[src/rtl/ccff_loader_pkg.sv]
// Shared types and constants for the configuration-chain loader.
// Holds the loader FSM state type and the readback CRC constants.
package ccff_loader_pkg;

  typedef enum logic [1:0] {
    IDLE,
    FILL,
    SHIFT,
    DONE
  } ccff_ld_state_t;

  localparam logic [15:0] CCFF_CRC_POLY = 16'h1021;
  localparam logic [15:0] CCFF_CRC_SEED = 16'hFFFF;

endpackage

[src/rtl/ccff_crc16.sv]
// Serial-in CRC-16-CCITT with enable and synchronous clear to the seed.
// Ports: clk, rst, clr, en, din in; crc[15:0] out.
module ccff_crc16
  import ccff_loader_pkg::*;
(
  input  logic        clk,
  input  logic        rst,
  input  logic        clr,
  input  logic        en,
  input  logic        din,
  output logic [15:0] crc
);

  logic fb;

  assign fb = crc[15] ^ din;

  always_ff @(posedge clk) begin
    if (rst || clr) begin
      crc <= CCFF_CRC_SEED;
    end else if (en) begin
      crc <= {crc[14:0], 1'b0}
           ^ (fb ? CCFF_CRC_POLY : 16'h0000);
    end
  end

endmodule

[src/rtl/ccff_loader.sv]
// Serialises valid/ready bitstream words LSB first onto the config chain.
// Ports: prog_clk, prog_reset, start, cfg_data/valid/ready, ccff_head,
// ccff_clk_en, ccff_tail, busy, done, isol_n. Readback CRC output
// (readback_crc) exists only when CCFF_LOADER_READBACK_EN is defined.
module ccff_loader
  import ccff_loader_pkg::*;
#(
  parameter int DATA_W    = 32,
  parameter int CHAIN_LEN = 1024
) (
  input  logic              prog_clk,
  input  logic              prog_reset,
  input  logic              start,
  input  logic [DATA_W-1:0] cfg_data,
  input  logic              cfg_valid,
  output logic              cfg_ready,
  output logic              ccff_head,
  output logic              ccff_clk_en,
  input  logic              ccff_tail,
  output logic              busy,
  output logic              done,
  output logic              isol_n
`ifdef CCFF_LOADER_READBACK_EN
  ,
  output logic [15:0]       readback_crc
`endif
);

  localparam int IDX_W = $clog2(DATA_W);
  localparam int BL_W  = $clog2(CHAIN_LEN + 1);

  ccff_ld_state_t    state_q;
  ccff_ld_state_t    state_d;
  logic [DATA_W-1:0] sr;
  logic [DATA_W-1:0] hold;
  logic              hold_vld;
  logic              en_q;
  logic              isol_q;
  logic [IDX_W-1:0]  bit_idx;
  logic [BL_W-1:0]   bits_left;
  logic              accept;
  logic              last_bit;
  logic              word_end;

  assign accept   = cfg_valid && cfg_ready;
  assign last_bit = en_q && (bits_left == BL_W'(1));
  assign word_end = en_q && (bit_idx == IDX_W'(DATA_W - 1));

  assign ccff_head   = sr[0];
  assign ccff_clk_en = en_q;
  assign busy        = (state_q != IDLE);
  assign done        = (state_q == DONE);
  assign isol_n      = isol_q;

  always_comb begin
    state_d   = state_q;
    cfg_ready = 1'b0;
    unique case (state_q)
      IDLE: if (start) state_d = FILL;
      FILL: begin
        cfg_ready = 1'b1;
        if (cfg_valid) state_d = SHIFT;
      end
      SHIFT: begin
        cfg_ready = !hold_vld;
        if (last_bit) state_d = DONE;
      end
      DONE: state_d = IDLE;
      default: state_d = IDLE;
    endcase
  end

  // A word accepted while the shift register is exhausted (or stalled)
  // goes straight into sr so a late word costs no extra bubble.
  always_ff @(posedge prog_clk) begin
    if (prog_reset) begin
      state_q   <= IDLE;
      sr        <= '0;
      hold      <= '0;
      hold_vld  <= 1'b0;
      en_q      <= 1'b0;
      isol_q    <= 1'b0;
      bit_idx   <= '0;
      bits_left <= '0;
    end else begin
      state_q <= state_d;
      unique case (state_q)
        IDLE: begin
          if (start) begin
            bits_left <= BL_W'(CHAIN_LEN);
            bit_idx   <= '0;
            isol_q    <= 1'b0;
          end
        end
        FILL: begin
          if (accept) begin
            sr      <= cfg_data;
            en_q    <= 1'b1;
            bit_idx <= '0;
          end
        end
        SHIFT: begin
          if (en_q) begin
            sr        <= sr >> 1;
            bits_left <= bits_left - BL_W'(1);
            bit_idx   <= word_end ? '0
                       : bit_idx + IDX_W'(1);
            if (last_bit) begin
              en_q     <= 1'b0;
              hold_vld <= 1'b0;
              isol_q   <= 1'b1;
            end else if (word_end) begin
              if (hold_vld) begin
                sr       <= hold;
                hold_vld <= 1'b0;
              end else if (accept) begin
                sr <= cfg_data;
              end else begin
                en_q <= 1'b0;
              end
            end else if (accept) begin
              hold     <= cfg_data;
              hold_vld <= 1'b1;
            end
          end else if (accept) begin
            sr   <= cfg_data;
            en_q <= 1'b1;
          end
        end
        DONE: hold_vld <= 1'b0;
        default: ;
      endcase
    end
  end

`ifdef CCFF_LOADER_READBACK_EN
  ccff_crc16 u_crc (
    .clk (prog_clk),
    .rst (prog_reset),
    .clr ((state_q == IDLE) && start),
    .en  (en_q),
    .din (ccff_tail),
    .crc (readback_crc)
  );
`else
  logic unused_tail;
  assign unused_tail = ccff_tail;
`endif

endmodule

[config.mk]
export PLATFORM = sky130hd
export DESIGN_NAME = ccff_loader
export DESIGN_NICKNAME = d
export VERILOG_FILES = /design/src/rtl/ccff_loader_pkg.sv /design/src/rtl/ccff_crc16.sv /design/src/rtl/ccff_loader.sv
export SDC_FILE = /design/constraint.sdc
export NUM_CORES = 1
export LEC_CHECK = 0
export CAP_MARGIN = 20
export CORE_ASPECT_RATIO = 1.5
export CORE_UTILIZATION = 60
export CTS_BUF_LIST = sky130_fd_sc_hd__clkbuf_8
export DETAILED_ROUTE_END_ITERATION = 16
export PLACE_DENSITY = 0.82
export SYNTH_ARGS = -nofsm -noshare
export SYNTH_HDL_FRONTEND = slang
export SYNTH_SLANG_ARGS = --single-unit
[constraint.sdc]
create_clock -name prog_clk -period 2.8 [get_ports prog_clk]
set_input_delay 0.56 -clock prog_clk [delete_from_list [all_inputs] [get_ports prog_clk]]
set_output_delay 0.56 -clock prog_clk [all_outputs]
set_load 0.01 [all_outputs]
* After elaboration in Yosys (flattened, before gate mapping)
Cells that the tools add are included.
** Word-level totals
- Register bits after elaboration :: 85
- Output and inout port bits :: 6
- Word-level logic and storage cells :: 75
** Cells by class
- $add $sub $neg :: 2
- Bitwise operators :: 2
- Eq/ne operators :: 11
- Mux-type cells :: 35
- Reductions and logical operators :: 17
** Operators with widths (count)
- $mux W32 :: 6
- $pmux W32 S2 :: 1
- $mux W11 :: 2
- $pmux W11 S2 :: 1
- $mux W5 :: 4
- $pmux W5 S3 :: 1
- $mux W1 :: 12
- $eq A11 B1 Y1 const B :: 1
- $sub A11 B1 Y11 const B :: 1
- $ne A2 B2 Y1 const B :: 5
- $reduce_and A3 Y1 :: 3
- $pmux W1 S2 :: 4
- $pmux W2 S4 :: 1
- $reduce_and A4 Y1 :: 2
- $reduce_bool A2 Y1 :: 4
- $mux W2 :: 3
- $add A5 B1 Y5 const B :: 1
- $eq A5 B5 Y1 const B :: 1
- $reduce_and A5 Y1 :: 1
- $eq A2 B2 Y1 const B :: 2
- $ne A4 B4 Y1 const B :: 1
- $logic_and A1 B1 Y1 :: 3
- $reduce_bool A3 Y1 :: 1
- $eq A2 B1 Y1 const B :: 1
- other kinds (4) :: 5

* Logic depth before layout (Yosys ltp)
Gate-level depths: netlist of the first run.
- Depth after elaboration :: 9
- Mapped depth :: 10

* Worst setup path before layout of the first run
Ideal clock, no wire load.
- Kind :: register to register
- From :: register state_q[1]
- To :: register sr[21]
- Path slack :: 857 ps
- Stages on the path, launching flop included :: 10
- Library setup time :: 122 ps
- Data required time :: 2678 ps
- Clock period less this slack :: 1943 ps
- Path buffers :: 2
- Arrival :: 1821 ps
- Path through :: dfxtp_1 > inv_1 > ha_1 > buf_2 > o211ai_2 > buf_2 > mux2_2 > mux2i_1 > nand3b_1 > o311a_1
** On the way
- Word-level cells in the longest chain between the ends :: 9
- Elaborated cells between the ends (all ways) :: 12
- Classes of those cells :: 2 x eq/ne; 8 x mux; 2 x reduce/logical
** RTL lines
- start: declaration :: line ccff_loader.sv:32 : ccff_ld_state_t state_q;
- start signal: assignment :: line ccff_loader.sv:86 : state_q <= state_d;
- $eq A2 B2 Y1 / $eq A2 B1 Y1 (equally long branches) :: line ccff_loader.sv:58, ccff_loader.sv:87
- $pmux W1 S2 :: line ccff_loader.sv:58 : unique case (state_q)
- $logic_and A1 B1 Y1 :: line ccff_loader.sv:45 : assign accept = cfg_valid && cfg_ready;
- $mux W32 :: line ccff_loader.sv:116 : end else if (accept) begin
- $mux W32 :: line ccff_loader.sv:113 : if (hold_vld) begin
- $mux W32 :: line ccff_loader.sv:112 : end else if (word_end) begin
- $mux W32 :: line ccff_loader.sv:108 : if (last_bit) begin
- $mux W32 :: line ccff_loader.sv:103 : if (en_q) begin
- $pmux W32 S2 :: line ccff_loader.sv:87 : unique case (state_q)
- end signal: assignment :: line ccff_loader.sv:104 : sr <= sr >> 1;
- end signal: assignment :: line ccff_loader.sv:114 : sr <= hold;
- end signal: assignment :: line ccff_loader.sv:117 : sr <= cfg_data;
- end: declaration :: line ccff_loader.sv:34 : logic [DATA_W-1:0] sr;
Several ways; a longest one is shown, not always the timed one.
A chain may end at the register's enable or synchronous reset.

* Worst setup path in the final report of the first run
- From :: register state_q[0]
- To :: output port cfg_ready
** On the way
- Word-level cells in the longest chain between the ends :: 2
- Elaborated cells between the ends (all ways) :: 3
- Classes of those cells :: 2 x eq/ne; 1 x mux
** RTL lines
- $eq A2 B2 Y1 / $eq A2 B1 Y1 (equally long branches) :: line ccff_loader.sv:58
- $pmux W1 S2 * :: line ccff_loader.sv:58
- end: declaration :: line ccff_loader.sv:16 : output logic cfg_ready,
Mark *: on every way between the ends. The rest lies on a longest branch, timed or not.

==> results.md, run 1 <==
Drt:
- For this run, design rule violations remaining after detail routing come to 0.
- The detailed router finished its first iteration with 305 violations.
- The mean number of vias per cell is 6.27.
- Before antenna repair, the detailed router went through 6 iterations.
- The post-route antenna net violation count is 0.
- In the final routed layout, each cell accounts on average for 17.1 um.
- The total wirelength of the detailed-routed design is 12,700 um.
- Detailed routing inserted a total of 4,661 vias.

Final layout:
- At the end of the flow, the number of nets in the layout was 681.
- Cells with a size suffix above 1 make up 11.8% of the layout.
- The area used by multi-input combinational logic is 3060 um2.
- The filler cells instantiated in the layout total 661.
- After routing the design area is 5670 um2.
- Relative to the synthesized area, the layout overhead comes to 12.0%.
- The number of antenna diodes in the final layout is 0.
- In the final layout, flip-flops and latches occupy 1700 um2.

Global route:
- Summed over all layers, the global routing overflow is 0.
- The initial antenna violation count is 0.
- The number of global-route vias before repair was 4,774.
- The first-pass GRT wire length is 21,700 um.
- The global-route total usage across every layer is 30.6%.
- The maximum number of pins on one net before global-route repair is 40.

Power:
- The switching share of power is 39.1%.
- The power share of the combinational group is 46.4%.
- The total internal power is 2.62 mW.
- Summed over all cells, the static leakage comes to 1.98 nW.
- For this design the ratio of total power to cell area is 758 nW/um2.
- The clock network power share is 18.2%.
- Summed over all nets, the switching power comes to 1.68 mW.
- The largest voltage drop on the vdd net is 0.578 mV.
- Sequential cells account for 35.3% of the total power.

Synthesis:
- Yosys attributes the largest share of cell area to sky130_fd_sc_hd__dfxtp_1 (34%), sky130_fd_sc_hd__nand2_1 (10%), sky130_fd_sc_hd__mux2i_1 (6.3%).
- Counting flops with an async set or reset pin after synthesis yields a share of 0%.
- In this run the cell area of the synthesized design comes to 5060 um2.
- The most used flip-flop cell after synthesis is sky130_fd_sc_hd__dfxtp_1.
- The number of synthesized flops with an enable pin is 0.
- The share of synthesized area in the top cell type comes to 33.6%.
- Synthesis produced a netlist with a net count of 658.
- The cell taking the most area after synthesis is sky130_fd_sc_hd__dfxtp_1.
- In this run, distinct cell masters in the synthesized netlist total 51.
- For this run, the number of Yosys warnings is 0.
- Counting flops and latches in the post-synthesis netlist gives 85.
- For this run, the register share of the synthesized area comes to 33.6%.
- The average instance area after synthesis is 8.27 um2.
- The number of cells produced by synthesis is 612.

STA:
- Setup repair after global routing left no endpoint under its margin.
- The highest attainable clock frequency is 379 MHz.
- The smallest clock period supported by the final layout is computed as 2.64 ns.
- The worst hold slack is 0.455 ns.
- Across the routed clock network, the largest skew measured is 0.00985 ns.
- The actual slew at the worst max-slew pin is 0.813 ns.
- Measured against its own limit, the worst slew margin works out to 45.6%.
- The final setup violation count is 0.
- The setup TNS is 0 ns.
- The period utilization is 94.2%.
- The final number of max-transition violations is 0.
- The number of endpoints with negative hold slack in the final report was 0.

Clocking:
- After clock tree synthesis, the clock-pin slew on the worst setup and hold paths is 0.09 ns.
- The hold buffer count at cts is 0.
- The number of clock sinks seen by CTS is 85.
- At the later pin of the worst-skew pair, clock insertion delay measures 0.37 ns.
- The number of post-CTS setup repair buffers is 0.
- The largest buffer count on any clock path is 2.
- Buffers inserted during clock tree synthesis total 9.
- TritonCTS built the clock tree.
- The total number of H-tree levels is 3.
- The number of gates resized after cts is 0.
- The clock tree root buffer cell is sky130_fd_sc_hd__clkbuf_8.

Critical path:
- The endpoint class of the critical path is an output pin.
- The setup path with the least slack is of type reg -> out.
- The worst path required time is 2.24 ns.
- STA classifies the critical path startpoint as a flop.
- The largest fanout on the critical path is 16.
- In this run the worst setup path begins at state_q[0]$_SDFFE_PP0P_.
- At the worst endpoint, the arrival time is 2.08 ns.
- The worst reg2reg path startpoint is state_q[0]$_SDFFE_PP0P_.

Placement:
- The HPWL reported at the end of detailed placement is 7970 um.
- The global placer's final weighted congestion is 0.807.
- The post-detailed-placement cell area is 5510 um2.
- The number of buffers inserted by port buffering is 41.

Min path:
- The origin of the worst min-delay path is hold[25]$_SDFFE_PP0P_.
- The worst hold path class is reg -> reg.

Die:
- The die extent in y is 115 um.
- The die extent in x is 77.0 um.
- The floorplan has 40 rows.
- The area of the placeable core is 8110 um2.
- The initial utilization of the core area, before any placement, comes to 62.5%.
- Pin placement for this block handled 43 I/O pins.
- The total die area is 8820 um2.

Status:
- The run finished with clean final reports.

Job:
- The tool flagged a number of max-cap violations equal to 0.
[synthesized netlist by cell type (all sizes together), types with 5 or more instances]
cell and n:
nor3 9, nand4 5, nor2b 19, dfxtp 85
nand3b 28, nand2 140, nor2 26, a2111oi 5
xor2 9, mux2i 32, o311a 27, nand3 9
clkbuf 14, o21ai 13, a21oi 45, mux2 27
inv 11, ha 9, buf 28, a31oi 29
and2b 9
[kinds of logic after synthesis]
group	share of synthesized area, %
muxes	12.3
AOI/OAI and AO/OA	18.5
and+or+nand+nor	25.5
buffers and inverters	6.08
xor gates and xnor gates	1.73
adders and majority gates	2.22
DFF	33.6
[worst max-delay path, cell delays in order (launching register included)]
cell	delay, ns
sky130_fd_sc_hd__dfxtp_1	0.35
sky130_fd_sc_hd__inv_1	0.12
sky130_fd_sc_hd__ha_2	0.37
sky130_fd_sc_hd__and2b_1	0.22
sky130_fd_sc_hd__o21a_1	0.13
sky130_fd_sc_hd__clkdlybuf4s50_1	0.52
[layer usage]
metal	track usage (%)	routed length, um	up-vias
li1	-	-	2229
met1	34.3	5120	2219
met2	55.2	6580	179
met3	5.10	697	34
met4	16.1	337	0
met5	0	0	-
[per-stage QoR]
stage	worst slack [ns]	cells	power, mW	util, %
6_report	0.163	743	4.30	70.0
5_1_grt	0.0533	743	4.57	70.0
4_1_cts	0.00126	743	4.29	69.9
3_5_place_dp	0.391	729	3.50	67.9
3_3_place_gp	0.455	729	3.42	67.9
2_1_floorplan	0.857	612	2.97	-
[cell type report]
class                           instances  area share [%]
Clock buffer                           11            2.67
Clock inverter                          3           0.243
Inverter                               11           0.728
Multi-Input combinational cell        471            53.9
Sequential cell                        85            30.0
Tap cell                              105            2.32
Timing Repair Buffer                   57            10.1
[layout by cell type (no fill, tap or decap), drive strengths merged, types with 11 or more instances in the layout]
master and instances:
nand2 140, a21oi 45, inv 12, clkbuf 11
nand3b 28, a31oi 29, clkdlybuf4s50 40, mux2i 32
nor2b 19, mux2 27, buf 17, o21ai 13
nor2 26, dfxtp 85, o311a 27
[registers in the layout, summed over array words and instances (netlist names)]
signal	count
hold_vld	1
isol_n	1
bits_left	11
sr	32
bit_idx	5
state_q	2
ccff_clk_en	1
hold	32
[power groups by stage]
| stage | Clock [mW] | Sequential, mW | Combinational (mW) |
|---|---|---|---|
| floorplan | 0 | 1.50 | 1.46 |
| global placement | 0 | 1.53 | 1.89 |
| detailed placement | 0 | 1.54 | 1.96 |
| CTS | 0.800 | 1.51 | 1.98 |
| global route | 0.847 | 1.54 | 2.18 |
| finish | 0.785 | 1.52 | 2.00 |
[final timing paths]
path         slack (ns)               endpoint  cells past startpoint
max                0.16              cfg_ready                      5
min                0.45  hold[25]$_SDFFE_PP0P_                      2
max reg2reg        0.49     sr[0]$_SDFFE_PP0P_                      6
min reg2reg        0.45  hold[25]$_SDFFE_PP0P_                      2
Note: power is estimated with default switching activity, not from simulation.
==> run 2, diff against run 1 <==
--- a/config.mk
+++ b/config.mk
@@ -6,11 +6,12 @@
 export NUM_CORES = 1
 export LEC_CHECK = 0
 export CAP_MARGIN = 20
-export CORE_ASPECT_RATIO = 1.5
-export CORE_UTILIZATION = 60
+export CELL_PAD_IN_SITES_DETAIL_PLACEMENT = 2
+export CELL_PAD_IN_SITES_GLOBAL_PLACEMENT = 2
+export CORE_UTILIZATION = 36
 export CTS_BUF_LIST = sky130_fd_sc_hd__clkbuf_8
 export DETAILED_ROUTE_END_ITERATION = 16
-export PLACE_DENSITY = 0.82
+export PLACE_DENSITY_LB_ADDON = 0.1
 export SYNTH_ARGS = -nofsm -noshare
 export SYNTH_HDL_FRONTEND = slang
 export SYNTH_SLANG_ARGS = --single-unit
==> results.md, run 2 (synthesis results as in run 1) <==
Power:
- The net switching power is 1.82 mW.
- The total power after layout is 4.45 mW.
- The total power per unit cell area is 770 nW/um2.
- The largest voltage drop on the vdd net is 0.318 mV.
- The leakage power is 2.00 nW.
- The share of total power dissipated in the clock network is 18.4%.
- Cell internal power was estimated by the tool at 2.63 mW.
- Sequential cells account for 34.3% of the total power.
- The share of total power dissipated in combinational logic is 47.3%.
- Net switching is 40.9% of the power.

Critical path:
- The worst setup path is launched from a flop.
- Of all nets on the critical path, the largest fanout is 12.
- Data arrives at the worst endpoint at 2.10 ns.
- The depth of the most critical reg-to-reg path is 8.
- Tracing the worst setup path back leads to its startpoint at state_q[0]$_SDFFE_PP0P_.
- The maximum single-stage delay on the critical path is 0.53 ns.
- The slowest cell on the critical path is sky130_fd_sc_hd__clkdlybuf4s50_1.
- The register-to-register setup slack is 0.32 ns.
- In this run the critical register-to-register path is launched from state_q[1]$_SDFFE_PP0P_.
- The worst setup path is captured at an output pin.
- Walking the worst path, the cells encountered are inv_1 > ha_2 > and2b_1 > o21a_1 > clkdlybuf4s50_1.
- At the worst endpoint, the required time is 2.24 ns.
- The capturing point of the worst reg2reg path is sr[13]$_SDFFE_PP0P_.
- The critical path is of the reg -> out type.

Job:
- The number of maximum-capacitance violations is 0.

Placement:
- The HPWL reported at the end of detailed placement is 10,900 um.
- The global placer's final weighted congestion is 0.739.
- The count of buffers added on input and output ports is 41.

STA:
- The worst max-slew margin expressed relative to the limit is 53.5%.
- The number of endpoints with negative hold slack in the final report is 0.
- The final clock skew is 0.00637 ns.
- The setup TNS is 0 ns.
- For the pin with the worst max-slew slack, the measured transition is 0.698 ns.
- The final number of max-transition violations is 0.
- Setup repair after global routing left no endpoint under its margin.
- Based on the critical path, the design can be clocked at up to 377 MHz.
- The final setup violation count is 0.
- The period utilization is 94.8%.
- Counting I/O delays and the setup requirement, the final critical path takes 2.66 ns.

Global route:
- Summed over all layers, the global routing overflow is 0.
- The first global-routing pass estimated 27,400 um of wire.
- The number of global-route vias before repair is 5,323.
- The initial antenna violation count is 0.
- Entering global routing, the biggest net connects 40 pins.
- Global routing used 24.4% of the available tracks.

Final layout:
- At the end of the flow, the number of nets in the layout was 684.
- Cells with a size suffix above 1 make up 12.0% of the layout.
- The top cell types in the final layout, fill and taps aside, are sky130_fd_sc_hd__nand2_1 (140), sky130_fd_sc_hd__dfxtp_1 (84), sky130_fd_sc_hd__a21oi_1 (45), sky130_fd_sc_hd__clkdlybuf4s50_1 (40), sky130_fd_sc_hd__mux2i_1 (32).
- The count of antenna diodes in the layout is 0.
- Compared with the post-synthesis result, the final layout area differs by 14.0%.
- The commonest non-fill, non-tap cell in the layout is sky130_fd_sc_hd__nand2_1.
- In the final layout, the registers with the most flip-flops are hold x32, sr x32, bits_left x11.

Drt:
- For this run, the detailed router's first-pass iteration total came to 4.
- After detailed routing, the number of remaining DRC violations is 0.
- The post-route antenna net violation count is 0.
- The average wire per standard cell is 20.3 um.
- The final layout contains routed wiring with a total length of 16,600 um.
- After detailed routing, the number of vias per cell comes to 5.74.
- The detailed router placed 4,703 vias in this run.
- The count of routing violations after the opening detailed-route iteration is 147.

Clocking:
- Hold repair after CTS inserted 0 buffers.
- The number of setup buffers added after CTS is 0.
- The largest buffer count on any clock path is 2.
- The source-to-sink clock delay at the later pin of the worst-skew pair is 0.38 ns.
- TritonCTS created 9 clock buffers.
- TritonCTS built the clock tree.
- Gates resized during post-CTS repair numbered 1.
- CTS saw 85 sinks.
- The total number of H-tree levels is 3.
- After clock tree synthesis, the clock-pin slew on the worst setup and hold paths is 0.08 ns.
- The root buffer cell chosen for the clock tree is sky130_fd_sc_hd__clkbuf_8.

Min path:
- The end of the worst hold path is hold[14]$_SDFFE_PP0P_.
- The instance count along the most critical hold path is 2.
- The path class of the tightest hold or removal check is reg -> reg.
- The origin of the worst min-delay path is hold[14]$_SDFFE_PP0P_.

Die:
- The effective utilization at floorplan is 37.5%.
- The number of top-level pins is 43.
- The total number of placement rows is 42.
- The total die area is 14,500 um2.
- After floorplanning, the core was sized to cover 13,500 um2.
- Measured along the x axis, the die boundary spans 121 um.
- The die extent in y is 121 um.

Status:
- The run finished with clean final reports.
[run 2: changes by cell type in the layout (fill, tap and decap cells not counted)]
| cell | delta |
|---|---|
| sky130_fd_sc_hd__o211ai_2 | -1 |
| sky130_fd_sc_hd__buf_4 | +5 |
| sky130_fd_sc_hd__clkinv_2 | -1 |
| sky130_fd_sc_hd__o211ai_4 | +1 |
| sky130_fd_sc_hd__buf_12 | -2 |
| sky130_fd_sc_hd__inv_1 | +3 |
[run 2: power groups by stage]
| stage | Sequential [mW] | Combinational [mW] | Clock [mW] |
|---|---|---|---|
| after global placement | 1.54 | 1.99 | 0 |
| after floorplan | 1.50 | 1.46 | 0 |
| final | 1.53 | 2.11 | 0.816 |
| after global routing | 1.55 | 2.31 | 0.903 |
| after detailed placement | 1.55 | 2.11 | 0 |
| after CTS | 1.52 | 2.14 | 0.862 |
[run 2: critical path: cells and delay by family (launching register included)]
| family | cells | cell delay, ns |
|---|---|---|
| AOI/OAI and AO/OA | 1 | 0.13 |
| adders and majority gates | 1 | 0.35 |
| DFF | 1 | 0.35 |
| and+or+nand+nor | 1 | 0.22 |
| buffers and inverters | 2 | 0.65 |
[run 2: worst max path at each step]
stage | slack, ns | to
after floorplan | 0.86 | sr[21]$_SDFFE_PP0P_
after global placement | 0.33 | sr[0]$_SDFFE_PP0P_
after detailed placement | 0.23 | sr[13]$_SDFFE_PP0P_
after CTS | 0.1 | cfg_ready
after global routing | 0.05 | cfg_ready
final | 0.14 | cfg_ready
[run 2: final cells by class]
type,instances,area [um2]
Clock buffer,11,151
Clock inverter,5,20.0
Fill cell,1549,7730
Inverter,11,41.3
Multi-Input combinational cell,471,3070
Sequential cell,85,1700
Tap cell,176,220
Timing Repair Buffer,60,573
[run 2: stage by stage]
step           setup slack [ns]  cells  instance area (um2)  util (%)  hold slack (ns)
3_3_place_gp              0.326    803                 5600      41.5            0.441
3_5_place_dp              0.232    803                 5600      41.5            0.450
4_1_cts                  0.0986    819                 5770      42.8            0.462
5_1_grt                  0.0539    819                 5770      42.8            0.478
2_1_floorplan             0.857    612                 5060         -            0.434
6_report                  0.145    819                 5770      42.8            0.461
[run 2: layer usage]
metal | part of all wire, % | GRT usage, %
met5 | 0 | 0
met1 | 44 | 29.3
met4 | 2.4 | 10.6
met3 | 2.0 | 3.02
met2 | 51 | 43.4
